==> config.mk <==
export PLATFORM = sky130hd
export DESIGN_NAME = pipeline_hazard_ctrl_flat
export DESIGN_NICKNAME = d
export VERILOG_FILES = /design/src/rtl/pipeline_hazard_ctrl_pkg.sv /design/src/rtl/pipeline_hazard_ctrl_if.sv /design/src/rtl/pipeline_hazard_ctrl_load_use_detect.sv /design/src/rtl/pipeline_hazard_ctrl.sv /design/src/flat_wrapper.sv
export SDC_FILE = /design/constraint.sdc
export NUM_CORES = 1
export LEC_CHECK = 0
export CORE_ASPECT_RATIO = 0.8
export CORE_MARGIN = 5
export CORE_UTILIZATION = 43
export DETAILED_ROUTE_END_ITERATION = 16
export PLACE_DENSITY = 0.8
export SETUP_SLACK_MARGIN = 0.15
export SYNTH_ARGS = -nofsm -noshare
export SYNTH_HDL_FRONTEND = slang
export SYNTH_SLANG_ARGS = --single-unit
==> constraint.sdc <==
create_clock -name clk -period 2.8 [get_ports clk]
set_clock_uncertainty 0.15 [all_clocks]
set_input_delay 0.84 -clock clk [delete_from_list [all_inputs] [get_ports clk]]
set_output_delay 0.84 -clock clk [all_outputs]
set_load 0.02 [all_outputs]
==> src/rtl/pipeline_hazard_ctrl_pkg.sv <==
// Shared types and defaults for the pipeline stall/flush sequencer.
// The sequencer FSM encoding and the per-cycle pipeline control word live here.
package pipeline_hazard_ctrl_pkg;

  localparam int DEF_MEM_TIMEOUT = 64;
  localparam int DEF_CNT_W       = 16;

  typedef enum logic {
    ST_RUN       = 1'b0,
    ST_DMEM_WAIT = 1'b1
  } state_e;

  // Write enables for PC and the four pipeline registers, then the three flushes.
  typedef struct packed {
    logic pc_write;
    logic ifid_write;
    logic idex_write;
    logic exmem_write;
    logic memwb_write;
    logic ifid_flush;
    logic idex_flush;
    logic exmem_flush;
  } ctrl_t;

  localparam ctrl_t CTRL_NORMAL = ctrl_t'(8'b11111_000);
  localparam ctrl_t CTRL_HOLD   = ctrl_t'(8'b00000_000);
  // Load-use bubble: hold PC and IF/ID, inject a bubble into ID/EX.
  localparam ctrl_t CTRL_BUBBLE = ctrl_t'(8'b00111_010);
  localparam ctrl_t CTRL_FLUSH  = ctrl_t'(8'b11111_111);

endpackage

==> src/rtl/pipeline_hazard_ctrl_if.sv <==
// Bundle between the pipeline datapath (master) and the hazard sequencer (slave).
// dmem_req/dmem_ready: an access completes on any cycle where both are high;
// once raised, dmem_req stays high until that cycle or until the wait times out.
interface pipeline_hazard_ctrl_if #(
  parameter int CNT_W = pipeline_hazard_ctrl_pkg::DEF_CNT_W
);
  import pipeline_hazard_ctrl_pkg::*;

  logic [4:0]       rs1_ID;
  logic [4:0]       rs2_ID;
  logic             use_rs1_ID;
  logic             use_rs2_ID;
  logic [4:0]       rd_EX;
  logic             memread_EX;
  logic             memread_MEM;
  logic             memwrite_MEM;
  logic             branch_taken_MEM;
  logic             dmem_ready;

  logic             dmem_req;
  logic             pc_write;
  logic             ifid_write;
  logic             idex_write;
  logic             exmem_write;
  logic             memwb_write;
  logic             ifid_flush;
  logic             idex_flush;
  logic             exmem_flush;
  logic             mem_err;
  logic [CNT_W-1:0] stall_cnt;
  logic [CNT_W-1:0] flush_cnt;
  state_e           dbg_state;

  modport master (
    output rs1_ID, rs2_ID, use_rs1_ID, use_rs2_ID, rd_EX, memread_EX,
           memread_MEM, memwrite_MEM, branch_taken_MEM, dmem_ready,
    input  dmem_req, pc_write, ifid_write, idex_write, exmem_write, memwb_write,
           ifid_flush, idex_flush, exmem_flush, mem_err, stall_cnt, flush_cnt,
           dbg_state
  );

  modport slave (
    input  rs1_ID, rs2_ID, use_rs1_ID, use_rs2_ID, rd_EX, memread_EX,
           memread_MEM, memwrite_MEM, branch_taken_MEM, dmem_ready,
    output dmem_req, pc_write, ifid_write, idex_write, exmem_write, memwb_write,
           ifid_flush, idex_flush, exmem_flush, mem_err, stall_cnt, flush_cnt,
           dbg_state
  );

endinterface

==> src/rtl/pipeline_hazard_ctrl_load_use_detect.sv <==
// Combinational load-use check: does the ID instruction read the register
// that the load currently in EX will write? x0 never creates a hazard.
module load_use_detect (
  input  logic [4:0] rs1_id,
  input  logic [4:0] rs2_id,
  input  logic       use_rs1_id,
  input  logic       use_rs2_id,
  input  logic [4:0] rd_ex,
  input  logic       memread_ex,
  output logic       hazard
);

  logic rs1_match;
  logic rs2_match;

  assign rs1_match = use_rs1_id && (rs1_id == rd_ex);
  assign rs2_match = use_rs2_id && (rs2_id == rd_ex);
  assign hazard    = memread_ex && (rd_ex != 5'd0) && (rs1_match || rs2_match);

endmodule

==> src/rtl/pipeline_hazard_ctrl.sv <==
// Stall/flush sequencer for the 5-stage pipeline: DMEM wait with timeout,
// taken-branch flush, load-use bubble, and saturating event counters.
module pipeline_hazard_ctrl
  import pipeline_hazard_ctrl_pkg::*;
#(
  parameter int MEM_TIMEOUT = DEF_MEM_TIMEOUT,
  parameter int CNT_W       = DEF_CNT_W
) (
  input  logic                  clk,
  input  logic                  rst,
  pipeline_hazard_ctrl_if.slave bus
);

  localparam int WAIT_W = $clog2(MEM_TIMEOUT + 1);

  state_e            state_q, state_d;
  logic [WAIT_W-1:0] wait_cnt_q, wait_cnt_d;
  logic [CNT_W-1:0]  stall_cnt_q;
  logic [CNT_W-1:0]  flush_cnt_q;
  logic              mem_err_q;

  logic  hazard;
  logic  memop;
  logic  timed_out;
  logic  dmem_req;
  ctrl_t ctrl;
  logic  stall_evt;
  logic  flush_evt;
  logic  err_evt;

  load_use_detect u_load_use_detect (
    .rs1_id     (bus.rs1_ID),
    .rs2_id     (bus.rs2_ID),
    .use_rs1_id (bus.use_rs1_ID),
    .use_rs2_id (bus.use_rs2_ID),
    .rd_ex      (bus.rd_EX),
    .memread_ex (bus.memread_EX),
    .hazard     (hazard)
  );

  assign memop     = bus.memread_MEM || bus.memwrite_MEM;
  assign timed_out = (wait_cnt_q == WAIT_W'(MEM_TIMEOUT));

  always_comb begin
    state_d    = state_q;
    wait_cnt_d = wait_cnt_q;
    ctrl       = CTRL_NORMAL;
    dmem_req   = 1'b0;
    stall_evt  = 1'b0;
    flush_evt  = 1'b0;
    err_evt    = 1'b0;
    if (rst) begin
      ctrl       = CTRL_HOLD;
      state_d    = ST_RUN;
      wait_cnt_d = '0;
    end else begin
      case (state_q)
        ST_RUN: begin
          dmem_req = memop;
          if (memop && !bus.dmem_ready) begin
            ctrl       = CTRL_HOLD;
            stall_evt  = 1'b1;
            state_d    = ST_DMEM_WAIT;
            wait_cnt_d = WAIT_W'(1);
          end else if (bus.branch_taken_MEM) begin
            ctrl      = CTRL_FLUSH;
            flush_evt = 1'b1;
          end else if (hazard) begin
            ctrl      = CTRL_BUBBLE;
            stall_evt = 1'b1;
          end
        end
        ST_DMEM_WAIT: begin
          dmem_req = 1'b1;
          // Timeout is treated as a completion so the pipeline never deadlocks.
          if (bus.dmem_ready || timed_out) begin
            state_d    = ST_RUN;
            wait_cnt_d = '0;
            err_evt    = !bus.dmem_ready;
            if (bus.branch_taken_MEM) begin
              ctrl      = CTRL_FLUSH;
              flush_evt = 1'b1;
            end
          end else begin
            ctrl       = CTRL_HOLD;
            stall_evt  = 1'b1;
            wait_cnt_d = wait_cnt_q + WAIT_W'(1);
          end
        end
        default: state_d = ST_RUN;
      endcase
    end
  end

  always_ff @(posedge clk) begin
    if (rst) begin
      state_q     <= ST_RUN;
      wait_cnt_q  <= '0;
      stall_cnt_q <= '0;
      flush_cnt_q <= '0;
      mem_err_q   <= 1'b0;
    end else begin
      state_q    <= state_d;
      wait_cnt_q <= wait_cnt_d;
      if (stall_evt && (stall_cnt_q != '1)) stall_cnt_q <= stall_cnt_q + CNT_W'(1);
      if (flush_evt && (flush_cnt_q != '1)) flush_cnt_q <= flush_cnt_q + CNT_W'(1);
      if (err_evt) mem_err_q <= 1'b1;
    end
  end

  assign bus.dmem_req    = dmem_req;
  assign bus.pc_write    = ctrl.pc_write;
  assign bus.ifid_write  = ctrl.ifid_write;
  assign bus.idex_write  = ctrl.idex_write;
  assign bus.exmem_write = ctrl.exmem_write;
  assign bus.memwb_write = ctrl.memwb_write;
  assign bus.ifid_flush  = ctrl.ifid_flush;
  assign bus.idex_flush  = ctrl.idex_flush;
  assign bus.exmem_flush = ctrl.exmem_flush;
  assign bus.mem_err     = mem_err_q;
  assign bus.stall_cnt   = stall_cnt_q;
  assign bus.flush_cnt   = flush_cnt_q;
  assign bus.dbg_state   = state_q;

endmodule
==> src/flat_wrapper.sv <==
// flat-port wrapper written by rule: the top's interface ports become plain ports
module pipeline_hazard_ctrl_flat import pipeline_hazard_ctrl_pkg::*;
#(
  parameter int MEM_TIMEOUT = DEF_MEM_TIMEOUT,
  parameter int CNT_W       = DEF_CNT_W
)
  (clk, rst, bus_rs1_ID, bus_rs2_ID, bus_use_rs1_ID, bus_use_rs2_ID, bus_rd_EX, bus_memread_EX, bus_memread_MEM, bus_memwrite_MEM, bus_branch_taken_MEM, bus_dmem_ready, bus_dmem_req, bus_pc_write, bus_ifid_write, bus_idex_write, bus_exmem_write, bus_memwb_write, bus_ifid_flush, bus_idex_flush, bus_exmem_flush, bus_mem_err, bus_stall_cnt, bus_flush_cnt, bus_dbg_state);
  pipeline_hazard_ctrl_if #(.CNT_W(CNT_W)) bus_i ();
  input  logic clk;
  input  logic rst;
  input wire logic [$bits(bus_i.rs1_ID)-1:0] bus_rs1_ID;
  input wire logic [$bits(bus_i.rs2_ID)-1:0] bus_rs2_ID;
  input wire logic [$bits(bus_i.use_rs1_ID)-1:0] bus_use_rs1_ID;
  input wire logic [$bits(bus_i.use_rs2_ID)-1:0] bus_use_rs2_ID;
  input wire logic [$bits(bus_i.rd_EX)-1:0] bus_rd_EX;
  input wire logic [$bits(bus_i.memread_EX)-1:0] bus_memread_EX;
  input wire logic [$bits(bus_i.memread_MEM)-1:0] bus_memread_MEM;
  input wire logic [$bits(bus_i.memwrite_MEM)-1:0] bus_memwrite_MEM;
  input wire logic [$bits(bus_i.branch_taken_MEM)-1:0] bus_branch_taken_MEM;
  input wire logic [$bits(bus_i.dmem_ready)-1:0] bus_dmem_ready;
  output wire logic [$bits(bus_i.dmem_req)-1:0] bus_dmem_req;
  output wire logic [$bits(bus_i.pc_write)-1:0] bus_pc_write;
  output wire logic [$bits(bus_i.ifid_write)-1:0] bus_ifid_write;
  output wire logic [$bits(bus_i.idex_write)-1:0] bus_idex_write;
  output wire logic [$bits(bus_i.exmem_write)-1:0] bus_exmem_write;
  output wire logic [$bits(bus_i.memwb_write)-1:0] bus_memwb_write;
  output wire logic [$bits(bus_i.ifid_flush)-1:0] bus_ifid_flush;
  output wire logic [$bits(bus_i.idex_flush)-1:0] bus_idex_flush;
  output wire logic [$bits(bus_i.exmem_flush)-1:0] bus_exmem_flush;
  output wire logic [$bits(bus_i.mem_err)-1:0] bus_mem_err;
  output wire logic [$bits(bus_i.stall_cnt)-1:0] bus_stall_cnt;
  output wire logic [$bits(bus_i.flush_cnt)-1:0] bus_flush_cnt;
  output wire logic [$bits(bus_i.dbg_state)-1:0] bus_dbg_state;
  assign bus_i.rs1_ID = bus_rs1_ID;
  assign bus_i.rs2_ID = bus_rs2_ID;
  assign bus_i.use_rs1_ID = bus_use_rs1_ID;
  assign bus_i.use_rs2_ID = bus_use_rs2_ID;
  assign bus_i.rd_EX = bus_rd_EX;
  assign bus_i.memread_EX = bus_memread_EX;
  assign bus_i.memread_MEM = bus_memread_MEM;
  assign bus_i.memwrite_MEM = bus_memwrite_MEM;
  assign bus_i.branch_taken_MEM = bus_branch_taken_MEM;
  assign bus_i.dmem_ready = bus_dmem_ready;
  assign bus_dmem_req = bus_i.dmem_req;
  assign bus_pc_write = bus_i.pc_write;
  assign bus_ifid_write = bus_i.ifid_write;
  assign bus_idex_write = bus_i.idex_write;
  assign bus_exmem_write = bus_i.exmem_write;
  assign bus_memwb_write = bus_i.memwb_write;
  assign bus_ifid_flush = bus_i.ifid_flush;
  assign bus_idex_flush = bus_i.idex_flush;
  assign bus_exmem_flush = bus_i.exmem_flush;
  assign bus_mem_err = bus_i.mem_err;
  assign bus_stall_cnt = bus_i.stall_cnt;
  assign bus_flush_cnt = bus_i.flush_cnt;
  assign bus_dbg_state = bus_i.dbg_state;
  pipeline_hazard_ctrl #(.MEM_TIMEOUT(MEM_TIMEOUT), .CNT_W(CNT_W)) u_core (.clk(clk), .rst(rst), .bus(bus_i));
endmodule
==> summary.md, run 1 <==
| Metric | Value |
|---|---|
| Count of final hold-check violations | 0 |
| Max-Slew Margin vs Limit | 51.1% |
| Yosys warning count | 0 |
| Clock power frac | 41.1% |
| Minimum setup slack in the final design | -0.287 ns |
| Synthesized cell area | around 0.0024 mm^2 |
| WL/cell | ~15 um |
| XOR/XNOR Fraction of Synth Area | between 7 and 8% |
| Die H | approximately 77 um |
| Worst-Margin Slew | just over 0.7 ns |
| Worst EP required | ~1.8 ns |
| Antenna diode count | 0 |
| Number of distinct library cells after synthesis | 53 |
| Total GRT Usage | approximately a fifth |
| Asr flop ratio synth | 0% |
| Die area | roughly 0.0072 mm^2 |
| Status | finished with violations |
| Total grt overflow | 0 |
| Inserted Clock Buffers | 5 |
| CP Class | input port to output pin |
| Initial antenna violation count | 0 |
| TritonCTS clock tree | built |
| Largest cells by area after synthesis | dfxtp_1 34%, xnor2_1 5.4%, nor2_1 4.8% |
| Max-Cap Viols | 0 |
| Worst-skew pair later-pin latency | 0.30 ns |
| Port Buf Inserts | 66 |
| Final Cycle Share | 110% |
| Critical Path AT | roughly 2.1 ns |
| Largest family of logic cells by synthesized area | simple AND/OR/NAND/NOR gates |
| Hold Worst Slack | 0.349 ns |
| # rows | 24 |
| Max stage delay cell, worst path | o22ai_2 |
| Share of cells above drive strength 1 | around 29% |
| First-pass GRT wire length | 11.6 mm |
| Pre-CTS setup slack | -1.09 ns |
| Synth-to-layout area growth | 49.2% |
| 1st-pass router iterations | 4 |
| RSZ-0062 raised after global routing | yes |
| Crit-path most repeated cell | buf_4 |
| Fillers | ~430 |
| Clk sinks | 41 |
| Boundary Pins | 67 |
| Syn Area/Cell | approximately 8.7 um^2 |
| Longest Clk Path Bufs | 2 |
| Int Pwr | 1060 uW |
| Failing checks | setup timing |
| Power per cell area | just under 400 mW/mm^2 |
| Logic pwr share | 16.2% |
| DRC Markers | 0 |
| Largest net degree at the start of global routing | 34 |
| Via count | ~2.5k |
| Placed cell count | roughly 440 |
| Crit end category | output pin |
| Worst-path clk slew | about 0.090 ns |
| Leak Pwr | roughly 0.0013 uW |
| Drt first-iter violations | 147 |
| Worst setup SP type | input port |
| Die width | about 94 um |
| Synth Register Bits | 41 |
| Worst Path Buf+Inv | 4 |
| Final Setup Violations | 5 |
| Cell count after synthesis | 278 |
| Placer congestion estimate | just over 0.8 |
| Yosys top cell area share | between 30 and 40% |
| Max Freq | about 320 MHz |
| Leading area contributor after synthesis | dfxtp_1 |
| Non-Filler Instances | ~450 |
| Synthesized Nets | a little over 300 |
| Post-route minimum period | slightly above 3 ns |
| H-tree levels | 2 |
| Synth Area in Simple Gates | between 30 and 40% |
| Post-synth EDFFs | 0 |
| CP max FO | 3 |
| Psw | 340 uW |
| Starting density of the core | around 44% |
| WL final | approximately 6.8 mm |
| CTS root buffer | clkbuf_8 |
| Final slew viol count | 0 |
| Reg power frac | 42.7% |
| Synth Area in Compound Gates | 14.2% |
| Min-Delay Path Class | register to register |
| Top delay family on crit path | buffers and inverters |
| Core ar. | between 0.005 and 0.006 mm^2 |
| Detail Route Antenna Nets | 0 |
| Sw Share | ~24% |
| Peak VDD IR | 283 uV |
| Synth Area in Adders | 2.07% |
| Register area share after synthesis | between 30% and 40% |
| CP Cell Sequence | buf_8, buf_6, xnor2_2, nand4_1, o22ai_2, buf_4, a31oi_4, nor3_2, buf_4 |
| Ys flop type | dfxtp_1 |
| Setup tns final | -0.870 ns |
| Final layout net count | 402 |
| DR vias/cell | between 5 and 6 |
| Delay of the slowest critical-path stage | approximately 0.2 ns |
| Count of hold-fix buffers inserted at cts | 0 |
| Vias in the first global route | between 2k and 2.5k |
| DP HPWL | around 5.2 mm |
| Mux cell area share after synthesis | under 10% |
## worst paths after layout
| kind | from | to | slack [ns] | cells after the start |
|---|---|---|---|---|
| max | bus_rd_EX[2] | bus_idex_flush | -0.29 | 9 |
| min | u_core.wait_cnt_q[6] | u_core.wait_cnt_q[6] | 0.35 | 2 |
| max reg2reg | u_core.wait_cnt_q[1] | u_core.bus.stall_cnt[7] | 0.30 | 10 |
| min reg2reg | u_core.wait_cnt_q[6] | u_core.wait_cnt_q[6] | 0.35 | 2 |
## cells by family (layout without fill, tap and decap cells)
kind of cell,after synthesis,count (layout)
xor+xnor,21,21
compound gates,48,48
fa+ha+maj,4,4
mux,8,8
flops,41,41
simple gates,136,136
buf+inv,20,117
## per-layer routing
layer	up-vias	share of wire, %	GRT usage, %
met5	-	0	0
met4	0	1.1	6.35
met3	7	5.0	4.50
met2	66	47	30.8
met1	1177	47	26.6
li1	1215	-	-
## sequential cells by signal, summed over array words and instances (netlist names)
register	flops
u_core.bus.stall_cnt	16
u_core.bus.mem_err	1
u_core.bus.dbg_state	1
u_core.wait_cnt_q	7
u_core.bus.flush_cnt	16
## worst register-to-register path: cells and delay by family (launching register included)
kind | cells | cell delay [ns]
fa+ha+maj | 1 | 0.15
buf+inv | 4 | 0.51
flops | 1 | 0.34
compound gates | 3 | 0.53
simple gates | 2 | 0.72
## metrics by stage
stage	util, %	cell area, um^2	total power (uW)
2_1_floorplan	-	2460	715
3_3_place_gp	62.2	3380	816
3_5_place_dp	62.2	3380	823
4_1_cts	65.4	3550	1390
5_1_grt	66.3	3600	1450
6_report	66.3	3600	1400
## cell usage in the layout, fill, tap and decap left out, types with 3 or more instances in the layout
master,netlist,final
buf_6,1,10
xor2_1,6,6
or4_1,9,8
xnor2_1,15,11
nand4b_1,3,3
and4_1,6,6
clkbuf_8,0,5
nand4_1,8,8
xnor2_2,0,4
clkbuf_2,0,8
mux2_4,5,5
a21oi_1,17,16
ha_1,4,3
and3_1,8,7
nor2b_1,8,8
nand3_1,14,14
mux2i_1,3,3
clkdlybuf4s15_1,0,3
or3_1,4,4
buf_4,4,34
buf_2,2,5
o31ai_1,8,8
nor2_1,31,29
nor3_1,8,7
dfxtp_1,41,39
o21ai_0,6,6
inv_1,6,4
clkdlybuf4s50_1,0,36
nand2_1,22,21
## power groups by stage
stage | combinational, uW | sequential (uW) | clock (uW)
floorplan | 101 | 614 | 0
global placement | 207 | 610 | 0
detailed placement | 213 | 610 | 0
finish | 226 | 597 | 574
CTS | 214 | 596 | 577
global route | 243 | 598 | 610
## Yosys cell counts, types with 2 or more instances
| cell type | n |
|---|---|
| dfxtp_1 | 41 |
| nor2_1 | 31 |
| nand2_1 | 22 |
| a21oi_1 | 17 |
| xnor2_1 | 15 |
| nand3_1 | 14 |
| or4_1 | 9 |
| and3_1 | 8 |
| nand4_1 | 8 |
| nor2b_1 | 8 |
| nor3_1 | 8 |
| o31ai_1 | 8 |
| and4_1 | 6 |
| inv_1 | 6 |
| o21ai_0 | 6 |
| xor2_1 | 6 |
| clkbuf_1 | 5 |
| mux2_4 | 5 |
| buf_4 | 4 |
| ha_1 | 4 |
| nor4_2 | 4 |
| or3_1 | 4 |
| mux2i_1 | 3 |
| nand4b_1 | 3 |
| a31oi_1 | 2 |
| buf_2 | 2 |
| nand3b_1 | 2 |
| nor4b_4 | 2 |
## layout make-up
cell class	count	area, um^2	area share (%)
multi-input cells	217	1610	44.6
repair buffers	103	918	25.5
flip-flops and latches	41	823	22.9
well taps	78	97.6	2.71
clock buffers	5	68.8	1.91
clock inverters	3	65.1	1.81
inverters	6	22.5	0.625
## timing repair
action | 4_1_cts | 5_1_grt
gates resized for setup | 102 | 32
pin swaps | 25 | 21
setup buffers | 2 | 0
setup endpoints to repair | 26 | 22
(Power assumes the default switching activity.)
==> run 2: changes to the inputs <==
--- a/config.mk
+++ b/config.mk
@@ -6,10 +6,10 @@
 export NUM_CORES = 1
 export LEC_CHECK = 0
 export CORE_ASPECT_RATIO = 0.8
-export CORE_MARGIN = 5
-export CORE_UTILIZATION = 43
+export CORE_UTILIZATION = 57
 export DETAILED_ROUTE_END_ITERATION = 16
-export PLACE_DENSITY = 0.8
+export DONT_BUFFER_PORTS = 1
+export PLACE_DENSITY = 0.79
 export SETUP_SLACK_MARGIN = 0.15
 export SYNTH_ARGS = -nofsm -noshare
 export SYNTH_HDL_FRONTEND = slang
==> run 2 against run 1 <==
Against the previous run: sequential power grew 0.8%; largest power group unchanged; utilization grew 3.2 points; highest routed layer unchanged; worst setup slack improved by 0.13 ns; register-to-register slack gained 0.08 ns; the run still ends with setup timing left.
==> summary.md, run 2 (synthesis results as in run 1) <==
| Metric | Value |
|---|---|
| Core ar. | between 0.003 and 0.004 mm^2 |
| DP HPWL | ~3.7 mm |
| Antenna diode count | 0 |
| WL/cell | between 15 and 20 um |
| Die width | roughly 75 um |
| Final Total Pwr | 1140 uW |
| 1st-pass router iterations | 4 |
| Worst hold start | u_core.wait_cnt_q[6] |
| Worst setup SP type | input port |
| Longest Clk Path Bufs | 2 |
| Non-Filler Instances | roughly 350 |
| Worst-skew pair later-pin latency | roughly 0.3 ns |
| Hold endpoint | u_core.wait_cnt_q[6] |
| DRC Markers | 0 |
| R2r setup slk | between 0.3 and 0.4 ns |
| Die H | 60.2 um |
| Count of hold-fix buffers inserted at cts | 0 |
| R2r endpoint | u_core.bus.stall_cnt[12] |
| Boundary Pins | 67 |
| Initial antenna violation count | 0 |
| Worst-Margin Slew | approximately 0.47 ns |
| DR vias/cell | between 6 and 7 |
| Port Buf Inserts | 0 |
| Reg2reg start | u_core.wait_cnt_q[0] |
| Vias in the first global route | approximately 1.9k |
| Via count | approximately 2.1k |
| Detail Route Antenna Nets | 0 |
| Placed cell count | between 300 and 400 |
| Inserted Clock Buffers | 5 |
| Max Freq | approximately 340 MHz |
| Clk sinks | around 40 |
| TritonCTS clock tree | built |
| Final slew viol count | 0 |
| Starting density of the core | a little over 60% |
| Leak Pwr | about 0.0009 uW |
| Max-Cap Viols | 0 |
| Max-Slew Margin vs Limit | 68.7% |
| Crit end category | output pin |
| Share of cells above drive strength 1 | around 20% |
| CP Class | input port to output pin |
| Minimum setup slack in the final design | -0.153 ns |
| Status | finished with violations |
| Power per cell area | 418 mW/mm^2 |
| Path depth of the worst reg2reg path | 9 |
| Drt first-iter violations | between 150 and 200 |
| WL final | roughly 5.5 mm |
| CTS root buffer | clkbuf_8 |
| Die area | between 0.004 and 0.005 mm^2 |
| Post-route minimum period | approximately 3.0 ns |
| H-tree levels | 2 |
| RSZ-0062 raised after global routing | yes |
| Peak VDD IR | about 340 uV |
| Hold depth | 2 |
| Placer congestion estimate | roughly 0.87 |
| Worst-path clk slew | roughly 0.080 ns |
| Final Setup Violations | 3 |
| Count of final hold-check violations | 0 |
| CP max FO | 3 |
| Final Cycle Share | 105% |
| Synth-to-layout area growth | 13.0% |
| Min-Delay Path Class | register to register |
| Worst EP required | 1.81 ns |
| # rows | 20 |
| First-pass GRT wire length | 8.89 mm |
| Total grt overflow | 0 |
| Total GRT Usage | about a quarter |
| Most frequent cells in the layout | 39 x dfxtp_1, 29 x nor2_1, 22 x nand2_1 |
| Final layout net count | 320 |
| Critical Path AT | ~2.0 ns |
| Failing checks | setup timing |
| Largest net degree at the start of global routing | 50 |
| Commonest non-fill, non-tap cell in the layout | dfxtp_1 |
## run 2: changes by cell type in the layout (fill, tap and decap cells not counted), moves of 2 or more
cell	before	now
clkdlybuf4s50_1	36	0
bufinv_16	2	0
clkdlybuf4s15_1	3	0
nor4_4	2	0
xnor2_1	11	15
buf_4	34	17
xnor2_2	4	0
clkbuf_2	8	0
nor4_2	2	4
buf_2	5	0
dlymetal6s2s_1	2	0
buf_6	10	1
## run 2: how the worst max path moves through the flow
| stage | from | endpoint | slack (ns) |
|---|---|---|---|
| final | bus_rd_EX[1] | bus_ifid_write | -0.15 |
| after global routing | bus_rd_EX[1] | bus_pc_write | -0.19 |
| after CTS | bus_rd_EX[1] | bus_ifid_write | -0.16 |
| after detailed placement | bus_rd_EX[1] | bus_ifid_write | -0.14 |
| after global placement | bus_rd_EX[1] | bus_pc_write | -0.15 |
| after floorplan | bus_rd_EX[1] | bus_pc_write | -0.26 |
## run 2: cell type report
class / count / area, um^2
Clock buffer: 6 / 82.6
Clock inverter: 1 / 7.51
Fill cell: 313 / 1200
Inverter: 6 / 22.5
Multi-Input combinational cell: 217 / 1530
Sequential cell: 41 / 823
Tap cell: 55 / 68.8
Timing Repair Buffer: 21 / 194
## run 2: what timing repair did
| item | 4_1_cts | 5_1_grt |
|---|---|---|
| gates resized for setup | 7 | 4 |
| pin swaps | 7 | 1 |
| buffers inserted | 6 | 1 |
| setup endpoints to repair | 8 | 8 |
## run 2: metal layers
metal	GRT usage (%)	wire length [um]	up-vias
met1	36.1	2560	1028
met2	39.9	2580	56
li1	-	-	1044
met5	0	0	-
met3	6.07	292	11
met4	9.70	95	0
## run 2: worst max-delay path, cell delays in order
cell and delay, ns:
or4_4 0.50, o21a_1 0.21, nand2_1 0.10, o31a_1 0.17, buf_12 0.14
## run 2: per-stage QoR
stage / setup slack (ns) / util, % / setup TNS [ns] / hold slack [ns] / area, um^2
3_3_place_gp: -0.149 / 65.0 / -0.429 / 0.326 / 2550
5_1_grt: -0.189 / 69.4 / -0.574 / 0.362 / 2730
3_5_place_dp: -0.145 / 65.0 / -0.432 / 0.334 / 2550
2_1_floorplan: -0.262 / - / -0.356 / 0.309 / 2460
4_1_cts: -0.156 / 68.8 / -0.460 / 0.340 / 2700
6_report: -0.153 / 69.4 / -0.435 / 0.357 / 2730
## run 2: where the power goes
| group | switching, uW | internal (uW) |
|---|---|---|
| registers | 12.6 | 589 |
| logic | 68.2 | 61.5 |
| clock network | 214 | 195 |
| total | 294 | 846 |
==> run 3: changes to the inputs <==
--- a/config.mk
+++ b/config.mk
@@ -5,6 +5,7 @@
 export SDC_FILE = /design/constraint.sdc
 export NUM_CORES = 1
 export LEC_CHECK = 0
+export CAP_MARGIN = 20
 export CORE_ASPECT_RATIO = 0.8
 export CORE_UTILIZATION = 57
 export DETAILED_ROUTE_END_ITERATION = 16
==> results of run 3 <==
The final DEF is identical to that of run 2; final timing and power are the same.
